==> src/rtl/jk_ubus_slave_mem.sv <==
// Byte-wide UBUS memory slave: decodes a BASE_ADDR window, inserts WAIT_CYCLES
// wait states before every data beat and flags beats that fall outside the window.
module jk_ubus_slave_mem #(
   parameter logic [15:0] BASE_ADDR   = 16'h0000,
   parameter int          MEM_DEPTH   = 256,
   parameter int          WAIT_CYCLES = 1
) (
   input  logic        clk,
   input  logic        reset,
   input  logic [15:0] addr,
   input  logic [1:0]  size,
   input  logic        read,
   input  logic        write,
   input  logic        bip,
   input  logic [7:0]  data_in,
   output logic [7:0]  data_out,
   output logic        data_oe,
   output logic        wait_state,
   output logic        error
);

   localparam int         AW        = $clog2(MEM_DEPTH);
   localparam logic [3:0] WAIT_LOAD = 4'(WAIT_CYCLES - 1);

   typedef enum logic [1:0] {IDLE, WAIT, XFER} state_t;

   state_t        state;
   logic [15:0]   ptr;
   logic [3:0]    beats_left;
   logic [3:0]    wcnt;
   logic          is_read;

   logic [7:0]    mem [MEM_DEPTH];
   logic          ptr_ok;
   logic [AW-1:0] ptr_idx;
   logic          mem_we;

   // A 17-bit difference keeps addresses below BASE_ADDR from aliasing into the window.
   function automatic logic in_window(input logic [15:0] a);
      logic [16:0] diff;
      diff = {1'b0, a} - {1'b0, BASE_ADDR};
      return !diff[16] && (diff[15:0] < 16'(MEM_DEPTH));
   endfunction

   assign ptr_ok  = in_window(ptr);
   assign ptr_idx = AW'(ptr - BASE_ADDR);
   assign mem_we  = (state == XFER) && !is_read && ptr_ok;

   // NOTE: sequential state uses non-blocking assignments so every register
   // samples the pre-edge values, independent of statement order.
   always_ff @(posedge clk or posedge reset) begin
      if (reset) begin
         state      <= IDLE;
         ptr        <= 16'd0;
         beats_left <= 4'd0;
         wcnt       <= 4'd0;
         is_read    <= 1'b0;
      end else begin
         case (state)
            IDLE: begin
               if ((read ^ write) && in_window(addr)) begin
                  ptr        <= addr;
                  is_read    <= read;
                  beats_left <= 4'd1 << size;
                  wcnt       <= WAIT_LOAD;
                  state      <= (WAIT_CYCLES == 0) ? XFER : WAIT;
               end
            end
            WAIT: begin
               if (wcnt == 4'd0) state <= XFER;
               else              wcnt  <= wcnt - 4'd1;
            end
            XFER: begin
               ptr        <= ptr + 16'd1;
               beats_left <= beats_left - 4'd1;
               if (beats_left == 4'd1 || !bip) begin
                  state <= IDLE;
               end else begin
                  wcnt  <= WAIT_LOAD;
                  state <= (WAIT_CYCLES == 0) ? XFER : WAIT;
               end
            end
            default: state <= IDLE;
         endcase
      end
   end

   // NOTE: storage has no reset branch; it must keep its contents across reset
   // and stays a plain RAM without a per-bit clear path.
   always_ff @(posedge clk) begin
      if (mem_we) mem[ptr_idx] <= data_in;
   end

   // NOTE: every always_comb output gets a default first so no latch is inferred.
   always_comb begin
      wait_state = 1'b0;
      data_oe    = 1'b0;
      error      = 1'b0;
      data_out   = 8'h00;
      if (state == WAIT) begin
         wait_state = 1'b1;
      end else if (state == XFER) begin
         error   = !ptr_ok;
         data_oe = is_read;
         if (is_read && ptr_ok) data_out = mem[ptr_idx];
      end
   end

endmodule

==> config.mk <==
export PLATFORM = sky130hd
export DESIGN_NAME = jk_ubus_slave_mem
export DESIGN_NICKNAME = d
export VERILOG_FILES = /design/src/rtl/jk_ubus_slave_mem.sv
export SDC_FILE = /design/constraint.sdc
export NUM_CORES = 2
export LEC_CHECK = 0
export BUFFER_PORTS_ARGS = -buffer_cell sky130_fd_sc_hd__buf_4
export CORE_MARGIN = 3
export CORE_UTILIZATION = 40
export DETAILED_ROUTE_END_ITERATION = 8
export HOLD_SLACK_MARGIN = 0.12
export PLACE_DENSITY_LB_ADDON = 0.15
export SLEW_MARGIN = 30
export SYNTH_ARGS = -nofsm -noshare
export SYNTH_HDL_FRONTEND = slang
export SYNTH_SLANG_ARGS = --single-unit
export TNS_END_PERCENT = 50
==> constraint.sdc <==
create_clock -name clk -period 8.7 [get_ports clk]
set_input_delay 0 -clock clk [delete_from_list [all_inputs] [get_ports clk]]
set_output_delay 0 -clock clk [all_outputs]
set_load 0.02 [all_outputs]
==> qor.yml <==
power:
  p_leak_nw: 28.6
  power_density_mw_per_mm2: 294
  vdd_drop_max_uv: 242
clock_tree:
  htree_levels: 4
  tritoncts: "done"
  clock_path_buffers: 3
  cts.sinks: 2075
  path_clk_slew_ns: 0.06
  postCtsHoldBufs: 54
  numCtsBuffers: 213
  postCtsSetupBuffers: 0
  cts-root-buf: "clkbuf_16"
  cts_resized: 0
  clock_latency_ns: 0.86
floorplanning:
  io_pins: 42
  die_width_microns: 456
  die_h_microns: 456
  initial_core_util_pct: 40.4
  die-area_sq_mm: 0.208
  core_area_sq_mm: 0.201
  rows: 164
cells_and_area:
  synthToLayoutAreaGrowth_pct: 13.4
  fin_nets: 4314
  drive_above_1_share_pct: 19.8
synthesis:
  yosysSeqAreaShare_pct: 76.6
  synth_warnings: 0
  synth_fp_nets: 4160
  synthArstFlopShare_pct: 1.30
  synthXorXnorAreaFrac_pct: 0.0324
  synth_edf_count: 2048
  synthMuxAreaShare_pct: 14.6
  synth_simple_gate_area_share_pct: 3.36
  avgSynthCellArea_sq_um: 19.7
  synthCells: 4121
  synth_top_family_by_area: "multiplexers"
  synth_compound_area_share_pct: 3.62
  ys_ff_latch: 2075
  synthDistinctLibCells: 59
  synthAdderAreaFrac_pct: 0.123
  ys.flop_type: "edfxtp_1"
  syn_area_sq_mm: 0.0811
setup_path:
  rrSetupSlack_ns: 4.10
  crit_path_frequent_cell: "buf_4"
  crit_arrival_ns: 6.09
  endpoint_kind: "output port"
  required_ns: 8.70
  cp_slowest_cell: "dfrtp_4"
  start_kind: "register"
  setup.worst_path.class: "register to output port"
  crit_path_max_fanout: 60
  cp_cell_sequence: "buf_4, buf_4, mux4_2, mux2i_1, nor2_1, a221oi_1, o21ai_0, a22oi_1, nand4_1, buf_4"
  max_stage_delay_ns: 1.07
timing:
  timing.hold.ws_ns: 0.153
  finalSetupViolCount: 0
  hold_viol_final: 0
  fin_crit_sh_pct: 70.0
  fin_crit_ns: 6.09
  finalClockSkew_ns: 0.0504
  slew_headroom_pct: 32.2
  fin_tns_setup_ns: 0
  fmax_mhz: 164
  tightest_slew_ns: 1.02
  report.final.slew_viol_count: 0
  rsz0062_at_grt: "false"
route:
  post-route-drc-count: 0
  viasPerCell: 5.68
  ant_nets: 0
  avgRoutedWirePerCell_microns: 30.3
  first_pass_iters: 5
  vias: 40393
  drt-total-wl_microns: 216000
  drtIter0Drc: 4134
global_route:
  grt_pass1_wl_microns: 308000
  grt.total_usage_pct: 20.5
  use_met1_pct: 29.1
  grt_pass1_vias: 40782
  overflow: 0
  use_met2_pct: 32.4
  grt_max_degree: 117
  top_usage_layer: "met2"
  antenna_found_initial: 3
  grt_util_met3_pct: 3.43
place:
  gp_congestion: 0.848
  hpwl_microns: 131000
  numPortBuffers: 41
run_status:
  status: "finished, final reports clean"
job:
  maxCapViolCount: 0
worst_hold_path:
  hold_path_class: "input pin to register"
layout make-up:
type | count | area (sq um)
Antenna cell | 2 | 5.00
Clock buffer | 270 | 5710
Clock inverter | 120 | 1250
Fill cell | 16946 | 109000
Inverter | 21 | 78.8
Multi-Input combinational cell | 1782 | 17800
Sequential cell | 2075 | 62200
Tap cell | 2656 | 3320
Timing Repair Buffer | 182 | 1690
cell usage after synthesis (all sizes together), types with 18 or more instances:
master  number  share of area (%)
edfxtp    2048                 76
mux4       384                 11
nor2       330                1.5
mux2i      286                3.5
a22oi      147                1.4
nand2      138               0.64
buf        136                1.0
clkbuf     107               0.50
o21ai       98               0.60
nand3       63               0.39
a21oi       52               0.32
a31oi       31               0.24
mux2        30               0.42
a221oi      28               0.31
dfrtp       27               0.83
nor3        25               0.17
inv         21              0.097
o22ai       19               0.15
nand4       18               0.14
critical path: cells and delay by family (launching register included):
family / cells / cell delay (ns)
AOI/OAI and AO/OA: 3 / 1.32
buffers and inverters: 3 / 1.60
DFF: 1 / 1.07
muxes: 2 / 0.60
and+or+nand+nor: 2 / 0.48
cell usage in the layout (no fill, tap or decap), drive strengths merged, types with 3 or more instances in the layout:
cell and n:
and2 6, o22ai 19, nor4 9, a211oi 17, nand2 138, o211ai 17, bufinv 22, a22o 6
o21ai 98, a32o 4, clkinv 89, nor3b 4, nand2b 4, inv 26, and3 5, dfrtp 27
nand3b 3, nand3 63, nor2b 16, a21oi 52, buf 128, nor3 25, mux2 30, mux4 384
nand4 18, a31oi 31, a221oi 28, a22oi 147, mux2i 286, dlygate4sd3 54, nor2 330, clkinvlp 4
clkbuf 270, edfxtp 2048, ha 8, o22a 9
logic make-up (layout without fill, tap and decap cells):
logic type | Yosys count | in the layout
AOI/OAI and AO/OA | 439 | 439
xor gates and xnor gates | 3 | 3
adders and majority gates | 8 | 8
buffers and inverters | 264 | 593
DFF | 2075 | 2075
muxes | 700 | 700
other | 0 | 2
and+or+nand+nor | 632 | 632
final timing paths:
path | startpoint | endpoint | cells past startpoint
setup / recovery | ptr[1] | data_out[4] | 10
hold / removal | data_in[0] | mem[80][0] | 2
setup reg to reg | state[1] | mem[187][5] | 6
hold reg to reg | wcnt[3] | state[1] | 1
max in group asynchronous | reset | ptr[0] | 5
min in group asynchronous | reset | ptr[1] | 5
flip-flops by register name, indices dropped and copies added, names as in the netlist:
name and flops:
ptr 16, wcnt 4, state 2, mem 2048, beats_left 4, is_read 1
power by group:
group,leakage [nW],internal (W),switching (W)
Combinational,6.51,0.00253,0.00419
Clock,3.40,0.00528,0.00382
Sequential,18.7,0.0110,0.000195
Total,28.6,0.0188,0.00821
metrics by stage:
step	total power (W)	cells	util, %	area [sq um]	worst slack [ns]
global route	0.0280	7107	45.8	92000	2.50
global placement	0.0182	6656	42.0	84300	3.49
CTS	0.0273	7102	45.8	91900	2.57
detailed placement	0.0182	6658	42.1	84400	3.52
floorplan	0.0157	4121	-	81100	5.85
finish	0.0271	7108	45.8	92000	2.61
metal layers:
metal | vias up | part of all wire [%]
met4 | 0 | 3.3
met1 | 21591 | 44
met3 | 327 | 5.5
met2 | 1272 | 48
met5 | - | 0
li1 | 17203 | -
(Power assumes the default switching activity.)
